[config.mk]
export PLATFORM = sky130hd
export DESIGN_NAME = jtpopeye_objdma
export DESIGN_NICKNAME = d
export VERILOG_FILES = /design/src/rtl/jtpopeye_objdma.sv
export SDC_FILE = /design/constraint.sdc
export NUM_CORES = 1
export LEC_CHECK = 0
export CORE_UTILIZATION = 50
export CTS_CLUSTER_DIAMETER = 120
export DETAILED_ROUTE_END_ITERATION = 7
export PLACE_DENSITY = 0.79
export REMOVE_ABC_BUFFERS = 1
export SLEW_MARGIN = 15
export SYNTH_ARGS = -nofsm -noshare
export SYNTH_HDL_FRONTEND = slang
export SYNTH_SLANG_ARGS = --single-unit
[constraint.sdc]
create_clock -name clk -period 2.8 [get_ports clk]
set_clock_uncertainty 0.2 [all_clocks]
set_input_delay 0.42 -clock clk [delete_from_list [all_inputs] [get_ports clk]]
set_output_delay 0.42 -clock clk [all_outputs]
set_load 0.05 [all_outputs]
[src/rtl/jtpopeye_objdma.sv]
// Sprite DMA: requests the Z80 bus during vertical blank and copies the 4-byte sprite entries into the object buffer.
// Optional feature macro JTPOPEYE_OBJDMA_CHKSUM_EN adds the chksum[7:0] output.
module jtpopeye_objdma #(
  parameter int                ENTRIES  = 128,
  parameter int                ENTRY_AW = 7,
  parameter int                SRC_AW   = 10,
  parameter logic [SRC_AW-1:0] SRC_BASE = 10'h000
) (
  input  logic                clk,
  input  logic                rst,
  input  logic                cen,
  input  logic                start,
  input  logic                VB,
  output logic                busrq_n,
  input  logic                busak_n,
  output logic [SRC_AW-1:0]   src_addr,
  input  logic [7:0]          src_data,
  output logic [ENTRY_AW-1:0] buf_addr,
  output logic [28:0]         buf_data,
  output logic                buf_we,
  output logic                busy,
  output logic                done
`ifdef JTPOPEYE_OBJDMA_CHKSUM_EN
  ,
  output logic [7:0]          chksum
`endif
);

`ifdef JTPOPEYE_OBJDMA_CHKSUM_EN
  localparam int B3_W = 8;
`else
  localparam int B3_W = 5;
`endif

  typedef enum logic [3:0] {IDLE, WAITVB, REQ, RD0, RD1, RD2, RD3, WR, REL} state_t;

  state_t              state, state_nx;
  logic                pending;
  logic [ENTRY_AW-1:0] entry;
  logic                last;
  logic [1:0]          rd_k;
  logic                in_rd;
  logic                frozen;

  // tag/tag_vld remember which RDk address the RAM sampled on the previous cen edge
  logic                tag_vld;
  logic [1:0]          tag;
  logic [7:0]          b0, b1, b2;
  logic [B3_W-1:0]     b3, b3_cur;

  assign last   = (entry == ENTRY_AW'(ENTRIES - 1));
  assign frozen = busak_n;
  assign b3_cur = (tag_vld && tag == 2'd3) ? src_data[B3_W-1:0] : b3;

  always_comb begin
    rd_k  = 2'd0;
    in_rd = 1'b0;
    case (state)
      RD0: begin rd_k = 2'd0; in_rd = 1'b1; end
      RD1: begin rd_k = 2'd1; in_rd = 1'b1; end
      RD2: begin rd_k = 2'd2; in_rd = 1'b1; end
      RD3: begin rd_k = 2'd3; in_rd = 1'b1; end
      default: ;
    endcase
  end

  always_comb begin
    state_nx = state;
    case (state)
      IDLE:    if (pending) state_nx = WAITVB;
      WAITVB:  if (VB) state_nx = REQ;
      REQ:     if (!busak_n) state_nx = RD0;
      RD0:     if (!frozen) state_nx = RD1;
      RD1:     if (!frozen) state_nx = RD2;
      RD2:     if (!frozen) state_nx = RD3;
      RD3:     if (!frozen) state_nx = WR;
      WR:      if (!frozen) state_nx = last ? REL : RD0;
      REL:     state_nx = IDLE;
      default: state_nx = IDLE;
    endcase
  end

  always_comb begin
    busrq_n  = !(state == REQ || in_rd || state == WR);
    busy     = (state != IDLE) && (state != REL);
    done     = (state == REL);
    src_addr = SRC_BASE + (SRC_AW'(entry) << 2) + SRC_AW'(rd_k);
  end

  always_ff @(posedge clk) begin
    if (rst) begin
      state    <= IDLE;
      pending  <= 1'b0;
      entry    <= '0;
      buf_we   <= 1'b0;
      buf_addr <= '0;
      buf_data <= '0;
      tag_vld  <= 1'b0;
`ifdef JTPOPEYE_OBJDMA_CHKSUM_EN
      chksum   <= 8'h00;
`endif
    end else begin
      if (cen && state == IDLE && pending)
        pending <= 1'b0;
      else if (start && state == IDLE)
        pending <= 1'b1;

      if (cen) begin
        state   <= state_nx;
        buf_we  <= 1'b0;
        // byte capture: src_data reflects the address of the previous cen cycle
        if (tag_vld) begin
          case (tag)
            2'd0:    b0 <= src_data;
            2'd1:    b1 <= src_data;
            2'd2:    b2 <= src_data;
            default: b3 <= src_data[B3_W-1:0];
          endcase
        end
        tag_vld <= in_rd;
        tag     <= rd_k;
`ifdef JTPOPEYE_OBJDMA_CHKSUM_EN
        if (state == WAITVB && VB)
          chksum <= 8'h00;
        else if (state == WR && !frozen)
          chksum <= chksum + b0 + b1 + b2 + b3_cur;
`endif
        // entry commit
        if (state == WR && !frozen) begin
          buf_we   <= 1'b1;
          buf_addr <= entry;
          buf_data <= {b3_cur[4:0], b2, b1, b0};
          entry    <= last ? '0 : entry + 1'b1;
        end
      end
    end
  end

endmodule

==> impl_metrics.toml, run 1 <==
[run_status]
outcome = "finished, final reports clean"

[power]
peakVddDrop_v = 0.000423
finalPower_mw = 2.25
powerDensity_nw_per_um2 = 574
p_leak_nw = 1.34

[sta]
finalHoldViolCount = 0
rsz0062_at_grt = "no"
finalSetupViolations = 0
worst_pin_slew_ps = 569
final_max_slew_viol_count = 0
maxSlewHeadroom_pct = 62.1
period_minus_slack_ps = 2740
tns_ps = 0
timing.fmax_mhz = 366
postLayoutSetupSlackWorst_ps = 64.2
period_share_pct = 97.7

[hold_path]
hold_path.class = "flip-flop to flip-flop"

[logic_synthesis]
ys_seq_area_share_pct = 63.3
synth_top_area_cell = "dfxtp_1"
synth_cells = 288
yosys_warnings = 0
yosysUniqueCellTypes = 44
synth_top_area_share_pct = 32.8
async_reset_ff_share_pct = 0
ys_seq_elements = 81
syn_area_um2 = 3050
synth_edf_count = 31
synth_ff_type = "dfxtp_1"
synth_area_per_cell_um2 = 10.6
netlist_top_cells_area = "dfxtp_1, edfxtp_1, nand2_1"

[die]
initial_core_util_pct = 51.8
boundaryPins = 64
die_x_um = 80.1
core_area_um2 = 5890
dieHeight_um = 80.1
std_cell_rows = 28
dieArea_um2 = 6420

[drt]
viasPerCell = 5.19
wl_um = 6100
wl_met3_um = 290
drtIter0Drc = 122
route.met2.wl_um = 2970
wl_met1_um = 2750
ant_nets = 0
wl_per_cell_um = 14.2
dr_total_vias = 2239
dr.pass1.iters = 4
top_layer = "met4"
drc = 0

[clock_tree]
cts_setup_buffers = 0
clock-sinks = 81
clock_latency_ps = 340
cts_buffer_depth = 2
cts.clk_slew.worst_paths_ps = 80
cts_tree = "yes"
clock-root-buffer = "clkbuf_8"
cts_buffers = 9
h-tree-depth = 3

[worst_setup_path]
worstPathRequired_ps = 2180
path_class = "flip-flop to output pin"
crit_slowest_cell = "clkdlybuf4s50_1"
worst_setup_path_end_kind = "output pin"
start_kind = "flip-flop"
cp_max_fo = 11
path_cells = "or3_4 > nor2_1 > clkdlybuf4s50_1"
arrival_ps = 2120
max_stage_delay_ps = 810

[final_layout]
utilization_pct = 66.5
fin_cells = 431
nFillCells = 456
fin_nets = 366
drive_above_1_share_pct = 8.99
n_antenna_cell = 0
syn_to_final_growth_pct = 28.4

[place]
pre_cts_slack_ps = 276
dpl.hpwl_um = 4220
dp.cells = 415
gp_congestion = 0.836
portBuffers = 62

[global_route]
antenna_found_initial = 0
grt_max_degree = 34
grt_pass1_vias = 1993
gr-total-overflow = 0
track_usage_pct = 20.1
grt_first_pass_wirelength_um = 9720

[run]
drv_cap = 0
final cells by class:
class	instances	area (um^2)	area share (%)
clock buffers	12	165	4.22
clock inverters	4	48.8	1.25
inverters	2	7.51	0.192
multi-input cells	186	988	25.2
flip-flops and latches	81	1930	49.3
well taps	75	93.8	2.40
repair buffers	71	681	17.4
stage by stage:
stage / area [um^2] / hold slack (ps)
after detailed placement: 3700 / 248
after CTS: 3920 / 259
final: 3920 / 255
after floorplan: 2930 / 248
after global placement: 3700 / 244
after global routing: 3920 / 276
Yosys cell counts (2+ instances only):
cell type / number
dfxtp_1: 50
inv_1: 2
xor2_1: 4
xnor2_1: 3
nand3_1: 5
nand2_1: 69
nand2b_1: 3
buf_6: 5
mux2i_1: 5
nand4_1: 3
clkbuf_2: 2
o22ai_1: 2
and4b_1: 2
a21oi_1: 36
o21bai_1: 2
a211oi_1: 5
buf_2: 6
nor3b_1: 3
edfxtp_1: 31
nor2_1: 18
o21ai_0: 3
clkbuf_1: 5
nor3_1: 3
layer usage:
metal	global-route usage (%)	vias to the layer above
li1	-	1119
met1	28.3	1053
met2	30.7	58
met3	2.95	9
met4	9.11	0
met5	0	-
cells in the final DEF, fill, tap and decap left out, types with 2 or more instances in the layout:
cell / netlist / final
clkinv_2: 0 / 2
nand4_1: 3 / 3
mux2i_1: 5 / 5
dfxtp_1: 50 / 50
edfxtp_1: 31 / 31
inv_1: 2 / 2
nor3_1: 3 / 3
a21oi_1: 36 / 36
o21ai_0: 3 / 3
dlygate4sd2_1: 0 / 2
nor2_1: 18 / 18
o22ai_1: 2 / 2
nand2_1: 69 / 69
o21bai_1: 2 / 2
a211oi_1: 5 / 5
clkbuf_8: 0 / 12
nand3_1: 5 / 5
xnor2_1: 3 / 3
nor3b_1: 3 / 3
xor2_1: 4 / 4
nand2b_1: 3 / 3
clkdlybuf4s50_1: 0 / 59
and4b_1: 2 / 2
buf_4: 1 / 9
worst paths after layout:
path	from	to	slack (ps)	depth (start not counted)
hold reg to reg	buf_data[22]	buf_data[22]	260	2
setup reg to reg	state[2]	entry[5]	890	4
hold / removal	buf_data[22]	buf_data[22]	260	2
setup / recovery	state[0]	done	60	3
state kept, by name, summed over array words and instances (netlist names):
name      cells
b3            5
pending       1
state         4
b1            8
entry         7
tag           2
buf_we        1
buf_addr      7
b2            8
buf_data     29
tag_vld       1
b0            8
where the power goes:
part           internal [mW]  switching, mW  leakage [nW]  total [mW]
logic                 0.0471         0.0630         0.541       0.110
clock network          0.486          0.410         0.113       0.896
registers               1.23         0.0141         0.683        1.24
total                   1.76          0.487          1.34        2.25
cells by family after synthesis:
group                      Yosys count  share of synthesized area [%]
AOI/OAI and AO/OA                   55                           10.5
xor gates and xnor gates             7                           2.01
adders and majority gates            1                          0.410
buffers and inverters               21                           4.27
DFF                                 81                           63.3
muxes                                6                           2.13
other                                1                          0.123
and+or+nand+nor                    116                           17.3
critical path: cells and delay by family (launching register included):
| family | cells | cell delay, ps |
|---|---|---|
| flops | 1 | 430 |
| buf+inv | 1 | 810 |
| simple gates | 2 | 530 |
what timing repair did:
item / CTS / global route
gates resized for setup: 2 / 0
setup endpoints to repair: 2 / 0
hold buffers: 0 / 0
Note: power is estimated with default switching activity, not from simulation.
==> run 2: changes to the inputs <==
- CTS_CLUSTER_SIZE: default -> 40
==> results of run 2 <==
Final layout, timing and power as in run 1 (identical DEF).
